<file path="src/rtl/rf_wb_scheduler.sv">
// Writeback scheduler: arbitrates the single register-file write port between the
// ALU pipeline and the long-latency unit, and tracks pending long-unit destinations.
module rf_wb_scheduler #(
    parameter int XLEN         = 32,
    parameter int STARVE_LIMIT = 4
) (
    input  logic            clk,
    input  logic            reset,
    input  logic            alu_wb_valid,
    input  logic [4:0]      alu_wb_rd,
    input  logic [XLEN-1:0] alu_wb_data,
    input  logic            mu_wb_valid,
    input  logic [4:0]      mu_wb_rd,
    input  logic [XLEN-1:0] mu_wb_data,
    output logic            mu_wb_ready,
    input  logic            iss_long_valid,
    input  logic [4:0]      iss_long_rd,
    input  logic [4:0]      iss_rs1,
    input  logic [4:0]      iss_rs2,
    input  logic [4:0]      iss_rd,
    output logic            iss_hazard,
    output logic            alu_stall,
    output logic            rf_wr,
    output logic [4:0]      rf_addr_wr,
    output logic [XLEN-1:0] rf_din,
    output logic [31:0]     sb_busy
);

    typedef enum logic {
        NORMAL = 1'b0,
        DRAIN  = 1'b1
    } state_t;

    localparam logic [3:0] LIMIT = 4'(STARVE_LIMIT);

    state_t          state;
    logic [3:0]      starve_cnt;
    logic            alu_live;
    logic            alu_grant;
    logic            mu_accept;
    logic            grant_wr;
    logic [4:0]      grant_addr;
    logic [XLEN-1:0] grant_data;
    logic [31:0]     busy_next;

    assign alu_live    = alu_wb_valid && (alu_wb_rd != 5'd0);
    assign mu_wb_ready = !reset && ((state == DRAIN) || !alu_live);
    assign mu_accept   = mu_wb_valid && mu_wb_ready;
    assign alu_grant   = !reset && (state == NORMAL) && alu_live;
    assign iss_hazard  = sb_busy[iss_rs1] | sb_busy[iss_rs2] | sb_busy[iss_rd];

    // A long-unit result for x0 completes its handshake but never reaches the port.
    always_comb begin
        grant_wr   = 1'b0;
        grant_addr = mu_wb_rd;
        grant_data = mu_wb_data;
        if (alu_grant) begin
            grant_wr   = 1'b1;
            grant_addr = alu_wb_rd;
            grant_data = alu_wb_data;
        end else if (mu_accept && (mu_wb_rd != 5'd0)) begin
            grant_wr = 1'b1;
        end
    end

    // Clear is applied before set so a same-cycle dispatch keeps the register busy.
    always_comb begin
        busy_next = sb_busy;
        if (mu_accept) begin
            busy_next[mu_wb_rd] = 1'b0;
        end
        if (iss_long_valid && (iss_long_rd != 5'd0)) begin
            busy_next[iss_long_rd] = 1'b1;
        end
        busy_next[0] = 1'b0;
    end

    always_ff @(posedge clk) begin
        if (reset) begin
            state      <= NORMAL;
            starve_cnt <= 4'd0;
            alu_stall  <= 1'b0;
            rf_wr      <= 1'b0;
            rf_addr_wr <= 5'd0;
            rf_din     <= '0;
            sb_busy    <= 32'd0;
        end else begin
            rf_wr   <= grant_wr;
            sb_busy <= busy_next;
            if (grant_wr) begin
                rf_addr_wr <= grant_addr;
                rf_din     <= grant_data;
            end
            case (state)
                NORMAL: begin
                    if (mu_wb_valid && !mu_wb_ready) begin
                        starve_cnt <= starve_cnt + 4'd1;
                        if (starve_cnt + 4'd1 == LIMIT) begin
                            state     <= DRAIN;
                            alu_stall <= 1'b1;
                        end
                    end else begin
                        starve_cnt <= 4'd0;
                    end
                end
                // Long unit always wins here, so DRAIN lasts exactly one cycle.
                DRAIN: begin
                    state      <= NORMAL;
                    alu_stall  <= 1'b0;
                    starve_cnt <= 4'd0;
                end
                default: begin
                    state      <= NORMAL;
                    alu_stall  <= 1'b0;
                    starve_cnt <= 4'd0;
                end
            endcase
        end
    end

endmodule

</file>
<file path="config.mk">
export PLATFORM = sky130hd
export DESIGN_NAME = rf_wb_scheduler
export DESIGN_NICKNAME = d
export VERILOG_FILES = /design/src/rtl/rf_wb_scheduler.sv
export SDC_FILE = /design/constraint.sdc
export NUM_CORES = 1
export LEC_CHECK = 0
export BUFFER_PORTS_ARGS = -buffer_cell sky130_fd_sc_hd__buf_4
export CAP_MARGIN = 20
export CORE_ASPECT_RATIO = 1.4
export CORE_UTILIZATION = 48
export DETAILED_ROUTE_END_ITERATION = 10
export PLACE_DENSITY = 0.81
export REMOVE_ABC_BUFFERS = 1
export SYNTH_ARGS = -nofsm -noshare
export SYNTH_HDL_FRONTEND = slang
export SYNTH_SLANG_ARGS = --single-unit
</file>
<file path="constraint.sdc">
create_clock -name clk -period 2.78 [get_ports clk]
set_input_delay 0.278 -clock clk [delete_from_list [all_inputs] [get_ports clk]]
set_output_delay 0.278 -clock clk [all_outputs]
set_load 0.03 [all_outputs]
</file>
==> results.md <==
* Site Rows at 38
* Longest Clk Path Bufs at 2
* Initial Utilization at 50.4%
* Placed instance area at 5310 µm²
* Routed vias at between 4000 and 5000
* H-tree depth at 3
* DR WL/cell at ~17 µm
* Worst Skew at between 0.003 and 0.004 ns
* WP data required at between 2 and 3 ns
* Vias per cell at 5.79
* Antenna-violating nets left at 0
* Maximum VDD drop at 0.000372 V
* Finished Layout Cells at ~690
* Fin crit share at just under 100%
* Pin count of the biggest net entering global routing at between 70 and 80
* N_diodes at 0
* YS warnings at 0
* Min Tclk post-route at roughly 2.8 ns
* Arrival @ worst endpoint at between 2 and 2.5 ns
* Die Area at 8660 µm²
* Setup ws final at 0.0247 ns
* Combinational power share at a little under a quarter
* HPWL Detailed at between 9000 and 10000 µm
* Critical Path Start Type: register
* Pwr dens at around 470 nW/µm²
* P_int at approximately 1.8 mW
* Slew Viols, Final at 0
* Final hold slack at around 0.22 ns
* First-pass GRT wire length at 18800 µm
* Crit path top cell by count: mux4_2
* Slew headroom at 51.2%
* GR Util All Layers at 28.7%
* Switching share of power at roughly 29%
* Cells after synthesis at roughly 430
* FF+latch count, synth at 75
* CTS tree: done
* CTS Sinks at 75
* Vias in the first global route at between 3000 and 4000
* LEAKAGE at roughly 2.5 nW
* Final-stage net count at just under 700
* Reg power frac at between 40% and 50%
* Post-Layout Inst Area at between 5000 and 6000 µm²
* FMAX at roughly 360 MHz
* Port Buffers at 170
* Yosys cell types at 45
* P&R area growth vs syn at 39.4%
* CP Class: register to output port
* Place WS at between 0.1 and 0.15 ns
* Clk slew on worst S/H paths at roughly 0.070 ns
* Placed Instances at approximately 670
* Inserted Clock Buffers at 9
* Total wire length at roughly 12000 µm
* Largest stage delay, worst path at between 0.4 and 0.5 ns
* Skew-Pair Late Insertion Delay at between 0.3 and 0.4 ns
* Crit end category: output port
* DR DRC count at 0
* Max Cap Viol at 0
* Critical path peak fanout at 3
* Syn avg cell area at 9.23 µm²
* Area of the core at between 7000 and 8000 µm²
* Root Buffer: clkbuf_8
* Ports at 172
* Net Sw Power at 0.754 mW
* Final Hold Fails at 0
* Grt ovf at 0
* Die Y at 110 µm
* DRT iter0 DRCs at 473
* CP max stage cell: mux4_2
* Hold Buf Count CTS at 0
* Run status: completed
* RSZ-0062 raised after global routing: true
* Share of cells above drive strength 1 at approximately 40%
* Crit path max-delay family: multiplexers
* Post-synth top flop: dfxtp_1
* Placer congestion estimate at 0.912
* Worst-path cell chain: mux4_2 > mux4_2 > mux2_4 > or4_4 > buf_6
* Buf/Inv on CP at 1
* # setup viols final at 0
* Asr flop ratio synth at 0%
* Clock share of power at 31.6%
* Slew @ Worst Pin at roughly 0.73 ns
* Sequential share of the synthesized area at 37.7%
* DR pass1 iterations at 5
* Hold crit path type: input port to register
* Synthesized area at about 4000 µm²
* Chip Width at 78.9 µm
* Number of synthesized flops with an enable pin at 0
* Initial antenna violation count at 0
-- worst min-delay path, stage by stage --
cell and delay (ns):
buf_4 0.11, nand3_1 0.06, a311oi_1 0.08
-- cell type report --
type                       count  area, µm²
clock buffer                  11        141
clock inverter                 5       52.6
fill                         629       2350
inverter                       2       7.51
multi-input combinational    321       2340
sequential                    75       1520
tap                          100        125
timing repair buffer         177       1360
-- what timing repair did --
item                       in CTS  in global routing
setup endpoints to repair       1                  1
gates resized for setup        10                 11
setup buffers                   1                  2
-- routing by layer --
metal	up-vias	GRT usage (%)	part of all wire, %
li1	1906	-	-
met3	33	9.21	9.9
met5	-	0	0
met2	222	50.4	51
met1	1842	31.4	36
met4	0	12.9	3.2
-- per-stage QoR --
step | TNS [ns] | utilization [%] | power (mW)
after CTS | 0 | 69.9 | 2.61
final | 0 | 70.3 | 2.59
after global placement | 0 | 67.2 | 1.77
after detailed placement | 0 | 67.2 | 1.79
after global routing | -0.0383 | 70.3 | 2.71
after floorplan | -97.69 | - | 1.49
-- sequential cells by signal, indices dropped and copies added, names as in the netlist --
register,flops
sb_busy,31
rf_wr,1
rf_addr_wr,5
state,1
alu_stall,1
starve_cnt,4
rf_din,32
-- cells in the final DEF, fill, tap and decap left out, types with 2 or more instances in the layout --
cell type,instances
dfxtp_2,14
o211ai_1,2
nor3b_1,5
nand3_1,5
or3b_2,2
nand4b_1,2
inv_1,2
buf_12,2
a21o_1,2
dfxtp_1,60
clkbuf_8,10
nand2b_1,5
mux2_2,6
nand4_1,2
nor2_1,53
buf_4,174
a211oi_1,35
and3_1,2
o21ai_0,31
or4b_2,2
a21oi_1,36
nor3_1,3
mux2i_1,43
clkinv_2,3
nand2_1,39
nand3b_1,4
a311oi_1,2
mux4_2,16
o22ai_1,2
o2111ai_1,2
mux4_1,3
and3b_1,2
-- power groups by stage --
stage	Combinational [mW]	Clock, mW	Sequential (mW)
final	0.608	0.818	1.16
after global routing	0.652	0.888	1.17
after CTS	0.608	0.834	1.16
after detailed placement	0.602	0	1.19
after global placement	0.590	0	1.18
after floorplan	0.204	0	1.29
-- synth_stat cells, types with 3 or more instances --
cell	number	area share, %
a21oi_1	36	4.5
mux2i_1	43	11
nor3b_1	5	0.94
nand3b_1	4	0.75
nand2_1	39	3.7
nand3_1	5	0.63
nor2_1	53	5.0
dfxtp_1	75	38
o21ai_0	31	3.9
nand2b_1	5	0.79
a211oi_1	35	6.6
mux4_2	14	7.9
nor3_1	3	0.38
mux2_2	7	2.0
clkbuf_1	21	2.0
mux4_1	5	3.3
buf_2	8	1.0
-- final timing paths --
kind	startpoint	to	slack (ns)	depth (start not counted)
max	sb_busy[22]	iss_hazard	0.02	5
min	alu_wb_rd[0]	rf_addr_wr[0]	0.22	3
max reg2reg	state	sb_busy[24]	1.03	5
min reg2reg	starve_cnt[0]	starve_cnt[0]	0.46	1
-- kinds of logic after synthesis --
kind of cell / count (synthesis) / synth area share [%]
mux: 69 / 24.0
other cells: 1 / 0.0942
buf+inv: 35 / 3.84
compound gates: 116 / 17.8
flops: 75 / 37.7
simple gates: 132 / 15.8
xor+xnor: 2 / 0.440
fa+ha+maj: 1 / 0.314
(Power assumes the default switching activity.)
